--- src/rtl/green_phase_scheduler.sv ---
// Round-robin green-phase scheduler for three signal heads, paced by a 2 Hz tick.
// Green length adapts to the waiting-car count and gaps out early when demand disappears.
module green_phase_scheduler #(
    parameter int T_MIN     = 10,
    parameter int T_ADD_MAX = 15,
    parameter int T_Y       = 4,
    parameter int T_AR      = 2
) (
    input  logic       clk,
    input  logic       rst,
    input  logic       tick,
    input  logic [2:0] req,
    input  logic [3:0] cnt0,
    input  logic [3:0] cnt1,
    input  logic [3:0] cnt2,
    output logic [2:0] tf0,
    output logic [2:0] tf1,
    output logic [2:0] tf2,
    output logic [1:0] phase,
    output logic [1:0] state,
    output logic [4:0] remaining,
    output logic       handover
);

    typedef enum logic [1:0] {
        ST_ALL_RED = 2'd0,
        ST_GREEN   = 2'd1,
        ST_YELLOW  = 2'd2
    } st_t;

    localparam logic [4:0] L_T_MIN     = 5'(T_MIN);
    localparam logic [4:0] L_T_ADD_MAX = 5'(T_ADD_MAX);
    localparam logic [4:0] L_T_Y       = 5'(T_Y);
    localparam logic [4:0] L_T_AR      = 5'(T_AR);

    st_t        r_state;
    logic [1:0] r_phase;
    logic [4:0] r_rem;
    logic [4:0] r_g;
    logic [4:0] r_glen;
    logic       r_handover;
    logic [2:0] r_tf0;
    logic [2:0] r_tf1;
    logic [2:0] r_tf2;

    st_t        w_state_nxt;
    logic [1:0] w_phase_nxt;
    logic [4:0] w_rem_nxt;
    logic [4:0] w_g_nxt;
    logic [4:0] w_glen_nxt;
    logic       w_handover_nxt;

    logic [1:0] w_cand1;
    logic [1:0] w_cand2;
    logic [1:0] w_sel;
    logic       w_sel_valid;
    logic [3:0] w_sel_cnt;
    logic [4:0] w_sel_add;
    logic [4:0] w_g_inc;
    logic [4:0] w_rem_dec;
    logic       w_other_req;
    logic       w_cur_req;
    logic       w_exit_green;

    function automatic logic [1:0] next_head(input logic [1:0] p);
        logic [1:0] v;
        case (p)
            2'd0:    v = 2'd1;
            2'd1:    v = 2'd2;
            default: v = 2'd0;
        endcase
        return v;
    endfunction

    function automatic logic [2:0] lamp(input logic [1:0] head, input st_t st, input logic [1:0] ph);
        logic [2:0] v;
        v = 3'b100;
        if (head == ph) begin
            case (st)
                ST_GREEN:  v = 3'b001;
                ST_YELLOW: v = 3'b010;
                default:   v = 3'b100;
            endcase
        end else begin
            v = 3'b100;
        end
        return v;
    endfunction

    // Round-robin candidate selection starting after the last granted head.
    always_comb begin
        w_cand1     = next_head(r_phase);
        w_cand2     = next_head(w_cand1);
        w_sel       = r_phase;
        w_sel_valid = 1'b0;
        if (req[w_cand1]) begin
            w_sel       = w_cand1;
            w_sel_valid = 1'b1;
        end else if (req[w_cand2]) begin
            w_sel       = w_cand2;
            w_sel_valid = 1'b1;
        end else if (req[r_phase]) begin
            w_sel       = r_phase;
            w_sel_valid = 1'b1;
        end else begin
            w_sel_valid = 1'b0;
        end
        case (w_sel)
            2'd0:    w_sel_cnt = cnt0;
            2'd1:    w_sel_cnt = cnt1;
            default: w_sel_cnt = cnt2;
        endcase
        if ({1'b0, w_sel_cnt} > L_T_ADD_MAX) begin
            w_sel_add = L_T_ADD_MAX;
        end else begin
            w_sel_add = {1'b0, w_sel_cnt};
        end
    end

    // Saturating counters and the green exit decision (gap-out included).
    always_comb begin
        w_g_inc      = (r_g == 5'd31) ? 5'd31 : (r_g + 5'd1);
        w_rem_dec    = (r_rem == 5'd0) ? 5'd0 : (r_rem - 5'd1);
        w_cur_req    = req[r_phase];
        w_other_req  = |(req & ~(3'b001 << r_phase));
        w_exit_green = w_other_req &&
                       ((w_g_inc >= r_glen) || ((w_g_inc >= L_T_MIN) && !w_cur_req));
    end

    // Next-state logic; everything only advances on tick cycles.
    always_comb begin
        w_state_nxt    = r_state;
        w_phase_nxt    = r_phase;
        w_rem_nxt      = r_rem;
        w_g_nxt        = r_g;
        w_glen_nxt     = r_glen;
        w_handover_nxt = 1'b0;
        if (tick) begin
            case (r_state)
                ST_ALL_RED: begin
                    if (r_rem != 5'd0) begin
                        w_rem_nxt = w_rem_dec;
                    end else if (w_sel_valid) begin
                        w_state_nxt    = ST_GREEN;
                        w_phase_nxt    = w_sel;
                        w_g_nxt        = 5'd0;
                        w_glen_nxt     = L_T_MIN + w_sel_add;
                        w_rem_nxt      = L_T_MIN + w_sel_add;
                        w_handover_nxt = 1'b1;
                    end else begin
                        w_rem_nxt = 5'd0;
                    end
                end
                ST_GREEN: begin
                    if (w_exit_green) begin
                        w_state_nxt = ST_YELLOW;
                        w_rem_nxt   = L_T_Y;
                        w_g_nxt     = w_g_inc;
                    end else begin
                        w_rem_nxt = w_rem_dec;
                        w_g_nxt   = w_g_inc;
                    end
                end
                ST_YELLOW: begin
                    if (r_rem <= 5'd1) begin
                        w_state_nxt = ST_ALL_RED;
                        w_rem_nxt   = L_T_AR;
                    end else begin
                        w_rem_nxt = w_rem_dec;
                    end
                end
                default: begin
                    w_state_nxt = ST_ALL_RED;
                    w_rem_nxt   = L_T_AR;
                end
            endcase
        end else begin
            w_handover_nxt = 1'b0;
        end
    end

    // State and registered outputs; lamps are decoded from the next state.
    always_ff @(posedge clk or posedge rst) begin
        if (rst) begin
            r_state    <= ST_ALL_RED;
            r_phase    <= 2'd2;
            r_rem      <= L_T_AR;
            r_g        <= 5'd0;
            r_glen     <= L_T_MIN;
            r_handover <= 1'b0;
            r_tf0      <= 3'b100;
            r_tf1      <= 3'b100;
            r_tf2      <= 3'b100;
        end else begin
            r_state    <= w_state_nxt;
            r_phase    <= w_phase_nxt;
            r_rem      <= w_rem_nxt;
            r_g        <= w_g_nxt;
            r_glen     <= w_glen_nxt;
            r_handover <= w_handover_nxt;
            r_tf0      <= lamp(2'd0, w_state_nxt, w_phase_nxt);
            r_tf1      <= lamp(2'd1, w_state_nxt, w_phase_nxt);
            r_tf2      <= lamp(2'd2, w_state_nxt, w_phase_nxt);
        end
    end

    assign tf0       = r_tf0;
    assign tf1       = r_tf1;
    assign tf2       = r_tf2;
    assign phase     = r_phase;
    assign state     = r_state;
    assign remaining = r_rem;
    assign handover  = r_handover;

endmodule

--- config.mk ---
export PLATFORM = sky130hd
export DESIGN_NAME = green_phase_scheduler
export DESIGN_NICKNAME = d
export VERILOG_FILES = /design/src/rtl/green_phase_scheduler.sv
export SDC_FILE = /design/constraint.sdc
export NUM_CORES = 1
export LEC_CHECK = 0
export ABC_CLOCK_PERIOD_IN_PS = 3300
export BUFFER_PORTS_ARGS = -buffer_cell sky130_fd_sc_hd__buf_4
export CAP_MARGIN = 10
export CORE_UTILIZATION = 45
export DETAILED_ROUTE_END_ITERATION = 7
export GPL_TIMING_DRIVEN = 0
export PLACE_DENSITY = 0.67
export SLEW_MARGIN = 40
export SYNTH_ARGS = -nofsm -noshare
export SYNTH_HDL_FRONTEND = slang
export SYNTH_SLANG_ARGS = --single-unit
export TNS_END_PERCENT = 100
--- constraint.sdc ---
create_clock -name clk -period 3.3 [get_ports clk]
set_input_delay 0.165 -clock clk [delete_from_list [all_inputs] [get_ports clk]]
set_output_delay 0.165 -clock clk [all_outputs]
set_load 0.005 [all_outputs]
* After elaboration in Yosys (flattened, before gate mapping)
Cells that the tools add are included.
** Storage, ports and cells
- Logic and storage cells :: 91
- Memories :: 0
- Register bits after elaboration :: 29
- Latch bits :: 0
- Output and inout bits :: 19
- ROM bits :: 0
- Input bits :: 18
- Bits in writable memories :: 0
** Cells by class
- Shifts and indexed selects :: 1
- Bitwise logic cells :: 3
- $lt $le $gt $ge :: 6
- Div/mod/pow operators :: 0
- Multipliers :: 0
- Reduce and logical (&&, ||, !) cells :: 15
- Add/subtract/negate cells :: 3
- Muxes and demuxes :: 42
- Equality and inequality tests :: 12
** Operator list (number)
- 2-to-1 mux 5 bit :: 8
- 2-to-1 mux 2 bit :: 11
- one-hot mux 5 bit (3 select lines) :: 1
- equality test 2 x 1 -> 1 bit (second input constant) :: 5
- zero test 2 bit :: 5
- 2-to-1 mux 1 bit :: 10
- one-hot mux 5 bit (2 select lines) :: 1
- less-than comparator 2 x 3 -> 1 bit (second input constant) :: 3
- 2-to-1 mux 3 bit :: 3
- one-hot mux 2 bit (2 select lines) :: 2
- one-hot mux 4 bit (2 select lines) :: 1
- AND reduction 4 bit :: 2
- binary-select mux 1 bit (select 2 bit) :: 3
- one-hot mux 2 bit (3 select lines) :: 1
- one-hot mux 3 bit (2 select lines) :: 1
- adder 4 x 4 -> 5 bit (first input constant) :: 1
- adder 5 x 1 -> 5 bit (second input constant) :: 1
- equality test 5 bit (second input constant) :: 1
- >= comparator 5 x 4 -> 1 bit (second input constant) :: 1
- >= comparator 5 bit :: 1
- <= comparator 5 x 1 -> 1 bit (second input constant) :: 1
- zero test 5 bit :: 1
- nonzero test 5 bit :: 1
- subtractor 5 x 1 -> 5 bit (second input constant) :: 1
- 13 further kinds :: 16

* Depth between registers and ports, before layout
- Word-level depth :: 15
- Depth in mapped cells :: 12
- Gate-level depth less buffers :: 12

* Least setup slack after synthesis
OpenSTA, ideal clock, no wires.
- Path type :: register to register
- From :: reg r_rem[0] (netlist: remaining[0])
- To :: reg r_tf2[2] (netlist: tf2[2])
- Stages on the path, launching flop included :: 9
- Clock period less this slack :: 2.478 ns
- Setup slack :: 0.822 ns
- Arrival :: 2.396 ns
- Cell sequence :: dfrtp_1 > inv_1 > ha_1 > nor4b_4 > o311ai_2 > clkbuf_1 > a41oi_1 > ha_1 > or2_1
** Between the ends
- Word-level cells in the longest chain between the ends :: 7
- Elaborated cells between the ends (all ways) :: 14
** RTL lines
- start: declaration :: line 38 : logic [4:0] r_rem;
- start signal: assignment :: line 197 : r_rem <= w_rem_nxt;
- <= comparator 5 x 1 -> 1 bit / nonzero test 5 bit (equally long branches) :: line 165, 141
- 2-to-1 mux 2 bit, on equally long branches :: line 165, 141
- one-hot mux 2 bit (3 select lines) (*) :: line 139 : case (r_state)
- 2-to-1 mux 2 bit (*) :: line 138 : if (tick) begin
- named net w_state_nxt[0] :: line 46 : st_t w_state_nxt;
- equality test 2 bit / equality test 2 x 1 -> 1 bit (equally long branches) :: line 79 : case (st)
- one-hot mux 3 bit (2 select lines) (*) :: line 79
- 2-to-1 mux 3 bit (*) :: line 78 : if (head == ph) begin
- end signal: assignment :: line 203 : r_tf2 <= lamp(2'd2, w_state_nxt, w_phase_nxt);
- end: declaration :: line 44 : logic [2:0] r_tf2;
The timed path passes the listed nets; every way through them passes the cells marked *.
A chain may end at the register's enable or synchronous reset.

* Worst setup path in the final report
Ends and elaborated chain as after synthesis.

==> flow_metrics.tcl <==
set metrics [dict create \
    post_cts_resize_count 0 \
    clkSinkCount 29 \
    power.switching_mw 0.792 \
    post_synth_xor_area_fraction_pct 0.897 \
    chipHeight_um 67.9 \
    report.final.hold_viol_count 0 \
    ant_nets_after_route 0 \
    synth_top_area_share_pct 28.2 \
    library_cell_with_the_highest_instance_count_after_synthesis "sky130_fd_sc_hd__dfrtp_1" \
    synth_sequential_area_ratio_pct 37.6 \
    synth_top_area_cell "sky130_fd_sc_hd__dfrtp_1" \
    multi_input_comb_area_mm2 0.00112 \
    netlist_top_cells_count "sky130_fd_sc_hd__dfrtp_1 (22), sky130_fd_sc_hd__nor2_1 (20), sky130_fd_sc_hd__nand2_1 (13)" \
    count_of_flip_flops_with_a_built_in_enable_after_synthesis 0 \
    gpl_wtd_cong 0.932 \
    remaining_drc_errors 0 \
    first_global_vias 1577 \
    clock_power_share_pct 19.4 \
    fp.dieArea_mm2 0.00461 \
    num_io_pins 37 \
    required_time_reported_for_the_critical_path_endpoint_ps 3520 \
    yosys_warn_count 0 \
    core_area_mm2 0.00409 \
    status "finished, final reports clean" \
    worst-slew-pin-transition_ps 660 \
    max_freq_ghz 0.346 \
    cts.root.buffer_cell "sky130_fd_sc_hd__clkbuf_8" \
    cts-htree-levels 2 \
    combinationalPowerShare_pct 48.9 \
    worst_ep_arrival_time_ps 3100 \
    grt_antenna_before_repair 0 \
    worstSetupStartpoint "remaining[0]" \
    synthesized_area_fraction_occupied_by_adder_cells_pct 7.69 \
    wl_per_cell_um 14.6 \
    mappedNetlistArea_mm2 0.00195 \
    reg2reg_slack_ps 410 \
    totalWireLength_um 4490 \
    cts_tree "yes" \
    whs_path_depth 5 \
    place.detailed.instances 299 \
    p_leak_nw 1.09 \
    path_max_fanout 10 \
    syn-mean-instance-area_um2 9.17 \
    synth.lib_cells_used.distinct 55 \
    shortest_period_the_worst_path_allows_ps 2890 \
    finalSetupViolations 0 \
    irDropWorstVdd_uv 431 \
    postSynthRegisterBits 29 \
    muxShareOfSynthArea_pct 1.02 \
    clock_tree.buffer_depth 2 \
    worst-setup-path-type "register to register" \
    final_net_count 287 \
    worst_clock_skew_ps 10.3 \
    vias 1772 \
    grt.total_usage_pct 22.6 \
    fin_tns_setup_ps 0 \
    postSynthNetCount 243 \
    p_int_mw 1.20 \
    grt_max_degree 30 \
    drv_cap 0 \
    post-route-period-util_pct 87.6 \
    port_buffers 36 \
    post_synth_main_area_contributors "sky130_fd_sc_hd__dfrtp_1 (28%), sky130_fd_sc_hd__dfstp_2 (9.4%), sky130_fd_sc_hd__ha_1 (7.7%)" \
    drt-pass1-iter-count 4 \
    unrepaired_setup_endpoints_after_global_routing "no" \
    hold_path_end "tf0[2]" \
    hold_ws_ps 347 \
    hpwlAfterDp_um 3370 \
    n_fill_cell 370 \
    worst-r2r-cell-count 8 \
    seqPwrFrac_pct 31.7 \
    power_mw 1.99 \
    cts.clk_slew.worst_paths_ps 70 \
    n_antenna_cell 0 \
    row_count 23 \
    worst_setup_path_end_kind "register" \
    timing_max_transition_violations_final 0 \
    dpl-instance-area_mm2 0.00229 \
    hp-start "req[2]" \
    layout.cells.non_filler 308 \
    cts-buffers-inserted 5 \
    die_width_um 67.9 \
    per_cell_via_count_in_the_routed_design 5.75 \
    postSynth.asyncResetShare_pct 100 \
    gr-total-overflow 0 \
    synthSimpleGateAreaFrac_pct 20.7 \
    post-cts-setup-buffers 0 \
    register_area_um2 734 \
    start_util_pct 47.8 \
    post-route-cell-area_mm2 0.00242 \
    critical_path.startpoint_type "register" \
    global_route_wire_length_before_repair_um 7560 \
    synth_compound_area_share_pct 27.3 \
    synth_flop_cell "sky130_fd_sc_hd__dfrtp_1" \
    power.share.switching_pct 39.8 \
    syn_inst 213 \
    r2r-end "tf2[2]" \
    drtIter0Drc 71 \
    share_of_post_route_cells_with_drive_strength_above_1_pct 25.2 \
    areaGrowthSynthToFinish_pct 23.7 \
    largest_family_of_logic_cells_by_synthesized_area "compound AO/OA/AOI/OAI gates" \
    min_path_type "primary input to register" \
    crit-reg2reg-launch "remaining[0]" \
    power_density_mw_per_mm2 824 \
    worst_slew_margin_relative_to_its_limit_pct 55.9 \
    clkLatencyLatePin_ps 280 \
]
-- per-stage QoR --
stage                     util [%]  setup WS [ps]
final                         59.1            410
after global routing          59.1            162
after CTS                     59.1            395
after detailed placement      55.9            403
after global placement        55.9            407
after floorplan                  -            822
-- power by group through the flow --
stage | sequential [mW] | clock, mW | combinational (mW)
4_1_cts | 0.631 | 0.391 | 0.982
3_3_place_gp | 0.633 | 0 | 0.969
2_1_floorplan | 0.613 | 0 | 0.684
3_5_place_dp | 0.636 | 0 | 0.977
6_report | 0.632 | 0.385 | 0.973
5_1_grt | 0.654 | 0.416 | 1.10
-- metal layers --
layer	part of all wire, %	GRT usage, %
met4	1.6	7.81
met2	45	33.9
met1	48	32.2
met5	0	0
met3	5.5	4.50
-- worst max-delay path, stage by stage, from the launching register on --
cell and delay [ps]:
sky130_fd_sc_hd__dfrtp_1 420, sky130_fd_sc_hd__inv_1 100, sky130_fd_sc_hd__ha_1 230, sky130_fd_sc_hd__nor4b_4 500
sky130_fd_sc_hd__o311ai_2 370, sky130_fd_sc_hd__clkbuf_1 330, sky130_fd_sc_hd__a41oi_1 340, sky130_fd_sc_hd__ha_1 290
sky130_fd_sc_hd__or2_1 230
-- kinds of logic (layout without fill, tap and decap cells) --
family	count (synthesis)	after routing
AND/OR/NAND/NOR	77	77
AO/OA/AOI/OAI	70	70
flip-flops	29	29
buffers and inverters	21	66
adder cells (fa/ha/maj)	12	12
XOR/XNOR	2	2
multiplexers	2	2
-- area by class of cell --
type | count | area share (%)
multi-input combinational | 163 | 46.6
sequential | 29 | 30.4
timing repair buffer | 37 | 11.6
clock buffer | 6 | 3.42
tap | 50 | 2.59
inverter | 13 | 2.02
buffer | 8 | 1.86
clock inverter | 2 | 1.55
-- cell usage in the layout (no fill, tap or decap), types with 3 or more instances in the layout --
master and instances:
sky130_fd_sc_hd__a22o_1 6, sky130_fd_sc_hd__dfrtp_1 22, sky130_fd_sc_hd__inv_1 11, sky130_fd_sc_hd__a31oi_1 4
sky130_fd_sc_hd__nor3b_1 3, sky130_fd_sc_hd__o21ai_1 10, sky130_fd_sc_hd__buf_4 36, sky130_fd_sc_hd__nor2_1 20
sky130_fd_sc_hd__ha_1 12, sky130_fd_sc_hd__nor4_1 3, sky130_fd_sc_hd__a21oi_1 4, sky130_fd_sc_hd__dfstp_2 7
sky130_fd_sc_hd__o211ai_1 3, sky130_fd_sc_hd__clkbuf_1 3, sky130_fd_sc_hd__nor2b_1 5, sky130_fd_sc_hd__clkbuf_8 7
sky130_fd_sc_hd__o22ai_1 3, sky130_fd_sc_hd__buf_2 4, sky130_fd_sc_hd__o21a_1 4, sky130_fd_sc_hd__nand2b_1 5
sky130_fd_sc_hd__nand3_1 7, sky130_fd_sc_hd__nand2_1 13, sky130_fd_sc_hd__and2_1 5, sky130_fd_sc_hd__nor3_1 8
sky130_fd_sc_hd__o21ai_0 7
-- timing repair --
item | in CTS | in global routing
endpoints found under the setup margin | 0 | 0
hold buffers | 1 | 0
endpoints found under the hold margin | 22 | 0
-- registers in the layout, indices dropped and copies added, names as in the netlist --
name	count
state	2
handover	1
tf2	3
tf1	3
phase	2
r_g	5
remaining	5
r_glen	5
tf0	3
-- how the worst max path moves through the flow --
stage                   to  slack, ps  cells after the start
global placement    tf2[2]        410                      8
floorplan           tf2[2]        820                      8
global route        tf2[2]        160                      8
detailed placement  tf2[2]        400                      8
finish              tf2[2]        410                      8
CTS                 tf2[2]        390                      8
Note: power is estimated with default switching activity, not from simulation.
